### src/rtl/vga_mode_pkg.sv
// Shared types and constants for the VGA mode sequencer.
package vga_mode_pkg;

    localparam int unsigned MODE_W = 3;
    localparam int unsigned DEFAULT_RESET_MODE = 0;

    typedef enum logic {
        ST_IDLE,
        ST_PENDING
    } state_t;

    // Increment with wrap; 'last' is NUM_MODES-1.
    function automatic logic [MODE_W-1:0] mode_inc(input logic [MODE_W-1:0] m,
                                                   input logic [MODE_W-1:0] last);
        return (m >= last) ? '0 : m + 1'b1;
    endfunction

endpackage

### src/rtl/vga_frame_tick.sv
// Registers vsync and flags the frame boundary (vsync falling edge).
module vga_frame_tick (
    input  logic pclk,
    input  logic rst,
    input  logic vsync,
    output logic fb
);

    logic vsync_q;

    always_ff @(posedge pclk) begin
        if (rst) begin
            vsync_q <= 1'b1;
        end else begin
            vsync_q <= vsync;
        end
    end

    assign fb = vsync_q & ~vsync;

endmodule

### src/rtl/vga_mode_sequencer.sv
// Arbitrates mode-change requests and commits them to decode on frame boundaries.
// Optional auto-cycling is built only when VGA_MODE_AUTOCYCLE_EN is defined.
module vga_mode_sequencer
    import vga_mode_pkg::*;
#(
    parameter int unsigned NUM_MODES   = 8,
    parameter int unsigned RESET_MODE  = DEFAULT_RESET_MODE,
    parameter int unsigned AUTO_FRAMES = 60
) (
    input  logic              pclk,
    input  logic              rst,
    input  logic              vsync,
    input  logic              sel_valid,
    input  logic [MODE_W-1:0] sel_code,
    output logic              sel_ready,
    input  logic              btn_next,
    input  logic              auto_en,
    output logic [MODE_W-1:0] decode,
    output logic              commit,
    output logic              err
);

    localparam logic [MODE_W:0]   NUM_M     = (MODE_W+1)'(NUM_MODES);
    localparam logic [MODE_W-1:0] LAST_MODE = MODE_W'(NUM_MODES - 1);
    localparam logic [MODE_W-1:0] RST_MODE  = MODE_W'(RESET_MODE);
    localparam logic [15:0]       AUTO_LAST = 16'(AUTO_FRAMES - 1);

    state_t            state;
    logic [MODE_W-1:0] target;
    logic              fb;

    vga_frame_tick u_tick (
        .pclk  (pclk),
        .rst   (rst),
        .vsync (vsync),
        .fb    (fb)
    );

    assign sel_ready = (state == ST_IDLE) && !rst;

`ifdef VGA_MODE_AUTOCYCLE_EN
    logic [15:0] auto_cnt;
`else
    logic unused_cfg;
    assign unused_cfg = ^{auto_en, AUTO_LAST};
`endif

    always_ff @(posedge pclk) begin
        if (rst) begin
            state  <= ST_IDLE;
            target <= RST_MODE;
            decode <= RST_MODE;
            commit <= 1'b0;
            err    <= 1'b0;
`ifdef VGA_MODE_AUTOCYCLE_EN
            auto_cnt <= '0;
`endif
        end else begin
            commit <= 1'b0;
            err    <= 1'b0;
`ifdef VGA_MODE_AUTOCYCLE_EN
            if (!auto_en) auto_cnt <= '0;
`endif
            case (state)
                ST_IDLE: begin
                    // Select outranks btn_next; a request accepted on an fb
                    // cycle waits for the following fb.
                    if (sel_valid) begin
                        if ({1'b0, sel_code} < NUM_M) begin
                            target <= sel_code;
                            state  <= ST_PENDING;
                        end else begin
                            err <= 1'b1;
                        end
                    end else if (btn_next) begin
                        target <= mode_inc(decode, LAST_MODE);
                        state  <= ST_PENDING;
                    end
`ifdef VGA_MODE_AUTOCYCLE_EN
                    else if (auto_en && fb) begin
                        if (auto_cnt == AUTO_LAST) begin
                            decode   <= mode_inc(decode, LAST_MODE);
                            commit   <= 1'b1;
                            auto_cnt <= '0;
                        end else begin
                            auto_cnt <= auto_cnt + 16'd1;
                        end
                    end
`endif
                end
                ST_PENDING: begin
                    if (fb) begin
                        decode <= target;
                        commit <= 1'b1;
                        state  <= ST_IDLE;
`ifdef VGA_MODE_AUTOCYCLE_EN
                        auto_cnt <= '0;
`endif
                    end
                end
                default: state <= ST_IDLE;
            endcase
        end
    end

endmodule
### config.mk
export PLATFORM = sky130hd
export DESIGN_NAME = vga_mode_sequencer
export DESIGN_NICKNAME = d
export VERILOG_FILES = /design/src/rtl/vga_mode_pkg.sv /design/src/rtl/vga_frame_tick.sv /design/src/rtl/vga_mode_sequencer.sv
export SDC_FILE = /design/constraint.sdc
export NUM_CORES = 1
export LEC_CHECK = 0
export CORE_AREA = 2 2 39 41
export DETAILED_ROUTE_END_ITERATION = 12
export DIE_AREA = 0 0 41 43
export REMOVE_ABC_BUFFERS = 1
export SYNTH_ARGS = -nofsm -noshare
export SYNTH_HDL_FRONTEND = slang
export SYNTH_SLANG_ARGS = --single-unit
### constraint.sdc
create_clock -name pclk -period 2.5 [get_ports pclk]
set_input_delay 0.375 -clock pclk [delete_from_list [all_inputs] [get_ports pclk]]
set_output_delay 0.375 -clock pclk [all_outputs]
set_load 0.01 [all_outputs]
# Word level (Yosys, flattened, before mapping)

Cells that the tools add are included.

Flip-flop bits (word level): 9
Input bits: 9
Output and inout bits: 6

$add $sub $neg: 1
Magnitude comparators: 1
Multiplexer cells: 8
Bitwise gates (word level): 3
Reduce and logical (&&, ||, !) cells: 6

Operators by type and width:

| cell                                                           | count |
|---|---|
| 3-bit 2-to-1 mux                                               | 3 |
| 1-bit 2-to-1 mux                                               | 4 |
| 2-bit AND reduction                                            | 2 |
| 3-bit by 1-bit adder with 3-bit output (second input constant) | 1 |
| 3-bit greater-or-equal comparator (second input constant)      | 1 |
| 1-bit NOT                                                      | 2 |
| 1-bit one-hot mux with 2 select lines                          | 1 |
| 2-bit nonzero test                                             | 1 |
| 2-bit OR reduction                                             | 1 |
| 1-bit AND                                                      | 1 |
| 1-bit logical AND                                              | 1 |
| 1-bit zero test                                                | 1 |

# Longest topological paths before layout

Gate-level depths: netlist (run 1).

Depth in word-level cells: 4
Mapped depth: 5
Depth with buffers taken out: 5

# Hierarchy

Synthesis (run 1) repeated with hierarchy kept, for this count alone.

Cell total of the unflattened synthesis: 45
Area total of the unflattened synthesis: 426.7 µm²

Modules (own cells, without submodules):

| module             | times used | cells each | area an instance (µm²) | sequential area each (µm²) |
|---|---|---|---|---|
| vga_mode_sequencer | 1          | 42         | 391.6                  | 160.2 |
| vga_frame_tick     | 1          | 3          | 35.0                   | 20.0 |

# Worst setup path after synthesis (run 1)

OpenSTA, ideal clock, no wires.

Path kind: reg2reg
Start point: reg decode[0]
End point: reg target[2]
Data arrival time: 1.088 ns
Data required time: 2.376 ns
Path slack: 1.288 ns
Cell stages (with the launch flop): 5
Clock period less this slack: 1.212 ns
Cell sequence: dfxtp_1 ha_1 ha_1 a32oi_1 a211oi_2

Word-level cells in the longest chain between the ends: 4
Elaborated cells between the ends (all ways): 5
Those cells by class: add/sub: 1; order compare: 1; mux: 3

Ends and longest elaborated chain:

| element                                                                                            | RTL line                 | text |
|---|---|---|
| start, declared                                                                                    | vga_mode_sequencer.sv:18 | `output logic [MODE_W-1:0] decode,` |
| start signal, assigned                                                                             | vga_mode_sequencer.sv:93 | `decode <= target;` |
| 3-bit by 1-bit adder with 3-bit output / 3-bit greater-or-equal comparator (equally long branches) | vga_mode_pkg.sv:15       | `return (m >= last) ? '0 : m + 1'b1;` |
| 3-bit 2-to-1 mux (*)                                                                               | vga_mode_pkg.sv:15       |  |
| 3-bit 2-to-1 mux (*)                                                                               | vga_mode_sequencer.sv:75 | `end else if (btn_next) begin` |
| 3-bit 2-to-1 mux (*)                                                                               | vga_mode_sequencer.sv:68 | `if (sel_valid) begin` |
| end signal, assigned                                                                               | vga_mode_sequencer.sv:70 | `target <= sel_code;` |
| end signal, assigned                                                                               | vga_mode_sequencer.sv:76 | `target <= mode_inc(decode, LAST_MODE);` |
| end, declared                                                                                      | vga_mode_sequencer.sv:29 | `logic [MODE_W-1:0] target;` |

Mark *: on every way between the ends. The rest lies on a longest branch, timed or not. The select of a mux whose other input is x is not followed.
A chain may end at the register's enable or synchronous reset.

# Worst setup path in the final report (run 1)

Start point: in rst
End point: out sel_ready

Word-level cells in the longest chain between the ends: 2

Ends and longest elaborated chain:

| element           | RTL line                 | text |
|---|---|---|
| start, declared   | vga_mode_sequencer.sv:11 | `input logic rst,` |
| 1-bit zero test   | vga_mode_sequencer.sv:39 | `assign sel_ready = (state == ST_IDLE) && !rst;` |
| 1-bit logical AND | vga_mode_sequencer.sv:39 |  |
| end, declared     | vga_mode_sequencer.sv:15 | `output logic sel_ready,` |

No other way between the ends.

==> reports/metrics.cfg, run 1 <==
[outcome]
status=completed

[cts]
hold_buffers=0
htree_levels=1
cts_tree=done
postCtsSetupRepairBufs=0
ctsResizeCount=0
cts_sinks=9
clk_latency_ns=0.26
clock_path_buffers=2
path_clk_slew_ns=0.06
cts_inserted_buffers=3
cts_root_buffer=clkbuf_4

[place]
place_congestion=0.627
post_dp_cell_area_um2=544
dp.cells=66
post-dp-hpwl_um=560
io_buffers=12

[run]
maxCapViolCount=0

[critical_path]
r2r_end=target[2]
worstRegToRegCells=5
arrival_ns=1.43
r2r_slack_ns=1.26
critPathMaxFanout=2
critical_path_class=in -> out
startpoint=rst
cp-end-kind=primary output
cp.required_ns=2.12
start_kind=input port
reg2reg_from=decode[0]

[worst_hold_path]
min_path_cells=2
holdCritPathClass=reg -> reg
hold-path-endpoint=decode[1]
min_from=target[1]

[final_layout]
final_area_um2=571
fill_cells=146
final_cells=70
drive_gt1_share_pct=24.1
syn2layout_area_growth_pct=35.7
seq_area_um2=180
final_util_pct=41.2
multi_input_area_um2=216
num_antenna_cells=0
layout.nets=66

[routing]
wl_per_cell_um=10.6
num_vias=318
dr.first_iter.drc_count=2
avgViaCountPerCell=4.54
antenna_left=0
remaining_drc_errors=0
drt_pass1_iterations=2
wirelength_um=744

[floorplan]
rows=14
die_h_um=43
io_pins=15
die_w_um=41
die_area_mm2=0.00176
start_util_pct=30.4
core_area_mm2=0.00138

[pwr]
switchingPower_uw=79.8
ir_drop_uv=222
p_leak_uw=0.000244
seqPwrFrac_pct=48.8
p_sw_share_pct=24.6
clkPwrFrac_pct=34.4
combPwrFrac_pct=16.8
power_density_mw_per_mm2=570
p_int_uw=245

[logic_synthesis]
ys.warnings.count=0
synth_simple_gate_area_share_pct=17.3
synthTopCellsByCount=9 x dfxtp_1, 7 x nor2_1, 4 x mux2i_1
synthAdderAreaFrac_pct=5.95
synthXorXnorAreaFrac_pct=0
synth_ff_type=dfxtp_1
ys_ff_latch=9
ys_async_sr_fraction_pct=0
yosysTopAreaCell=dfxtp_1
netlist_area_um2=420
avgSynthCellArea_um2=10.5
synth-edff-count=0
synth_area_leaders=dfxtp_1 43%, mux2i_1 9.5%, a211oi_2 8.9%, nor2_1 6.3%, ha_1 6.0%
syn_inst=40
yosysMostFrequentCell=dfxtp_1
yosysSeqAreaShare_pct=42.9
ys_types=18
synth_compound_area_share_pct=17.9
synthMuxAreaShare_pct=9.52
synth_top_family_by_area=compound AO/OA/AOI/OAI gates
yosys.area.top_type_share_pct=42.9

[timing]
hold-worst-slack_ns=0.512
setup_viol=0
rsz0062_at_grt=false
finClkSkew_ns=0.000669
finalCritPeriodShare_pct=72.0
fmax_ghz=0.555
hold_viol=0
fin_crit_ns=1.80
fin_tns_setup_ns=0
drv_slew=0

[grt]
grt_pass1_vias=272
antenna_found_initial=0
grt_usage_pct=11.3
grt-ovfl-total=0
grt_max_degree=10
grt_pass1_wl_mm=1.23

through the flow:
step	power, µW	setup slack, ns
floorplan	190	1.29
global placement	216	0.692
detailed placement	217	0.714
CTS	334	0.695
global route	350	0.645
finish	325	0.699
routing by layer:
| metal | global-route usage (%) | share of wire (%) |
|---|---|---|
| met5 | 0 | 0 |
| met2 | 11.3 | 39 |
| met1 | 16.1 | 48 |
| met3 | 3.14 | 6.7 |
| met4 | 14.0 | 5.6 |
critical path: stages:
cell	delay (ns)
clkdlybuf4s50_1	0.42
nor2_1	0.09
clkdlybuf4s50_1	0.54
state kept, by name (all words and copies together), names as in the netlist:
signal / flops
state: 1
decode: 3
u_tick.vsync_q: 1
target: 3
commit: 1
power by group through the flow:
stage | Clock (µW) | Sequential (µW) | Combinational [µW]
2_1_floorplan | 0 | 162 | 28.2
5_1_grt | 131 | 160 | 59.6
4_1_cts | 120 | 159 | 55.0
3_5_place_dp | 0 | 162 | 54.7
3_3_place_gp | 0 | 162 | 54.0
6_report | 112 | 159 | 54.5
kinds of logic after synthesis:
family,count (synthesis)
AO/OA/AOI/OAI,7
adder cells (fa/ha/maj),2
buffers and inverters,3
flip-flops,9
multiplexers,4
other,1
AND/OR/NAND/NOR,14
worst max-delay path by stage:
stage | endpoint
after floorplan | target[2]
after global placement | sel_ready
after detailed placement | sel_ready
after CTS | sel_ready
after global routing | sel_ready
final | sel_ready
layout by cell type, fill, tap and decap left out, drive strengths merged:
cell type,netlist,layout
clkdlybuf4s50,0,12
nor2,10,10
dfxtp,9,9
mux2i,4,4
clkbuf,0,4
a211oi,3,3
ha,2,2
nand3b,1,1
o31ai,1,1
o21ba,1,1
nand3,1,1
a32oi,1,1
nor3,1,1
a21oi,1,1
or2,1,1
conb,1,1
buf,3,1
cell type report:
class | instances | area share (%)
clock buffer | 4 | 4.61
multi-input combinational | 28 | 37.9
sequential | 9 | 31.6
timing repair buffer | 13 | 22.4
tap | 16 | 3.51
Note: power is estimated with default switching activity, not from simulation.
==> run 2, diff against run 1 <==
==> constraint.sdc (replaced) <==
create_clock -name pclk -period 1.6 [get_ports pclk]
set_input_delay 0.24 -clock pclk [delete_from_list [all_inputs] [get_ports pclk]]
set_output_delay 0.24 -clock pclk [all_outputs]
set_load 0.01 [all_outputs]
==> reports/metrics.cfg, run 2 (synthesized netlist as in run 1, its figures left out) <==
[outcome]
status=completed

[critical_path]
start_kind=register
critical_path_class=reg -> out
cpPeakStageDelay_ns=0.56  ; +0.02 ns
r2r_slack_ns=0.34  ; -0.92 ns
worstRegToRegCells=4  ; -1
r2r_end=target[2]
critPathMaxFanout=5  ; +3
crit_path_end=decode[0]
cp_top_family=buffers and inverters
reg2reg_from=decode[0]
path_depth=1  ; -2
startpoint=decode[0]
path_buf_inv=1  ; -1
cp-end-kind=primary output
slowest_stage=clkdlybuf4s50_1
arrival_ns=1.22  ; -0.21 ns
cp.required_ns=1.36  ; -0.76 ns
path_cells=clkdlybuf4s50_1

[timing]
fin_tns_setup_ns=0  ; unchanged
hold_viol=0  ; unchanged
drv_slew=0  ; unchanged
finClkSkew_ns=0.00442  ; +0.00375 ns
finalCritPeriodShare_pct=91.4
fin_crit_ns=1.46
setup_viol=0  ; unchanged
fmax_ghz=0.683
rsz0062_at_grt=false

[final_layout]
reg.largest.list=decode x3, target x3
drive_gt1_share_pct=24.1  ; unchanged
layout.nets=66  ; unchanged
layout_common_cells=11 x clkdlybuf4s50_1, 9 x dfxtp_1, 7 x nor2_1, 4 x mux2i_1
syn2layout_area_growth_pct=36.3
mostFrequentLayoutCell=clkdlybuf4s50_1
num_antenna_cells=0  ; unchanged
final_cells=70  ; unchanged

[cts]
cts_inserted_buffers=3  ; unchanged
path_clk_slew_ns=0.06  ; about the same
htree_levels=1  ; unchanged
ctsResizeCount=0  ; unchanged
cts_root_buffer=clkbuf_4
postCtsSetupRepairBufs=0  ; unchanged
clock_path_buffers=2  ; unchanged
hold_buffers=0  ; unchanged
cts_tree=done
clk_latency_ns=0.26  ; about the same
cts_sinks=9  ; unchanged

[floorplan]
io_pins=15  ; unchanged
rows=14  ; unchanged
die_h_um=43  ; unchanged
start_util_pct=30.4  ; unchanged
die_w_um=41  ; unchanged
die_area_mm2=0.00176  ; unchanged
core_area_mm2=0.00138  ; unchanged

[grt]
antenna_found_initial=0  ; unchanged
grt-ovfl-total=0  ; unchanged
grt_pass1_vias=278  ; +2.2%
grt_pass1_wl_mm=1.22  ; -0.57%
grt_usage_pct=11.1  ; -0.26 points
grt_max_degree=10  ; unchanged

[place]
io_buffers=12  ; unchanged
dp.cells=66  ; unchanged
post-dp-hpwl_um=557  ; -0.45%
place_congestion=0.631  ; +0.62%

[routing]
avgViaCountPerCell=4.49  ; -1.3%
wl_per_cell_um=10.6  ; unchanged
drt_pass1_iterations=1  ; -1
dr.first_iter.drc_count=0  ; -2
wirelength_um=744  ; unchanged
antenna_left=0  ; unchanged
remaining_drc_errors=0  ; unchanged
num_vias=314  ; -1.3%

[run]
maxCapViolCount=0  ; unchanged

[pwr]
ir_drop_uv=353  ; +60%
p_leak_uw=0.000257  ; +5.2%
power_density_mw_per_mm2=883  ; +55%

[worst_hold_path]
holdCritPathClass=reg -> reg

run 2: final cells by class:
| cell class | count | area [µm²] |
|---|---|---|
| fillers | 144 | 811 |
| multi-input cells | 28 | 216 |
| flip-flops and latches | 9 | 180 |
| repair buffers | 13 | 130 |
| clock buffers | 4 | 26.3 |
| well taps | 16 | 20.0 |
run 2: per-stage QoR:
stage / instance area, µm² / hold slack, ns / util [%] / setup slack, ns / power (µW)
6_report: 573 / 0.503 / 41.4 / 0.137 / 506
5_1_grt: 573 / 0.528 / 41.4 / 0.0491 / 537
4_1_cts: 571 / 0.512 / 41.2 / 0.0553 / 518
3_5_place_dp: 544 / 0.496 / 39.3 / 0.0825 / 338
3_3_place_gp: 544 / 0.491 / 39.3 / 0.0693 / 337
2_1_floorplan: 397 / 0.305 / - / 0.388 / 297
run 2: worst min path at each step:
stage	to	slack, ns	cells after the start	from
6_report	decode[0]	0.50	2	target[0]
2_1_floorplan	target[0]	0.30	1	rst
5_1_grt	target[1]	0.53	2	target[1]
3_5_place_dp	decode[0]	0.50	2	target[0]
3_3_place_gp	decode[0]	0.49	2	target[0]
4_1_cts	decode[0]	0.51	2	target[0]
run 2: metal layers:
layer,GRT usage (%),vias up,share of wire (%)
li1,-,167,-
met1,12.9,134,50
met2,14.4,11,42
met3,3.14,2,5.0
met4,12.0,0,3.0
met5,0,-,0
run 2: report_power, final:
| part | internal [µW] | switching, µW |
|---|---|---|
| Sequential | 238 | 9.96 |
| Combinational | 48.5 | 35.2 |
| Clock | 96.1 | 78.6 |
run 2: worst min-delay path: cells and delay by family, from the launching register on:
family	cells	cell delay [ns]
muxes	1	0.07
and+or+nand+nor	1	0.07
DFF	1	0.34
==> run 3, diff against run 2 <==
--- a/config.mk
+++ b/config.mk
@@ -9,6 +9,7 @@
 export DETAILED_ROUTE_END_ITERATION = 12
 export DIE_AREA = 0 0 41 43
 export REMOVE_ABC_BUFFERS = 1
+export SETUP_SLACK_MARGIN = 0.02
 export SYNTH_ARGS = -nofsm -noshare
 export SYNTH_HDL_FRONTEND = slang
 export SYNTH_SLANG_ARGS = --single-unit
==> results of run 3 <==
No change in the layout: final DEF, timing and power equal those of run 2.
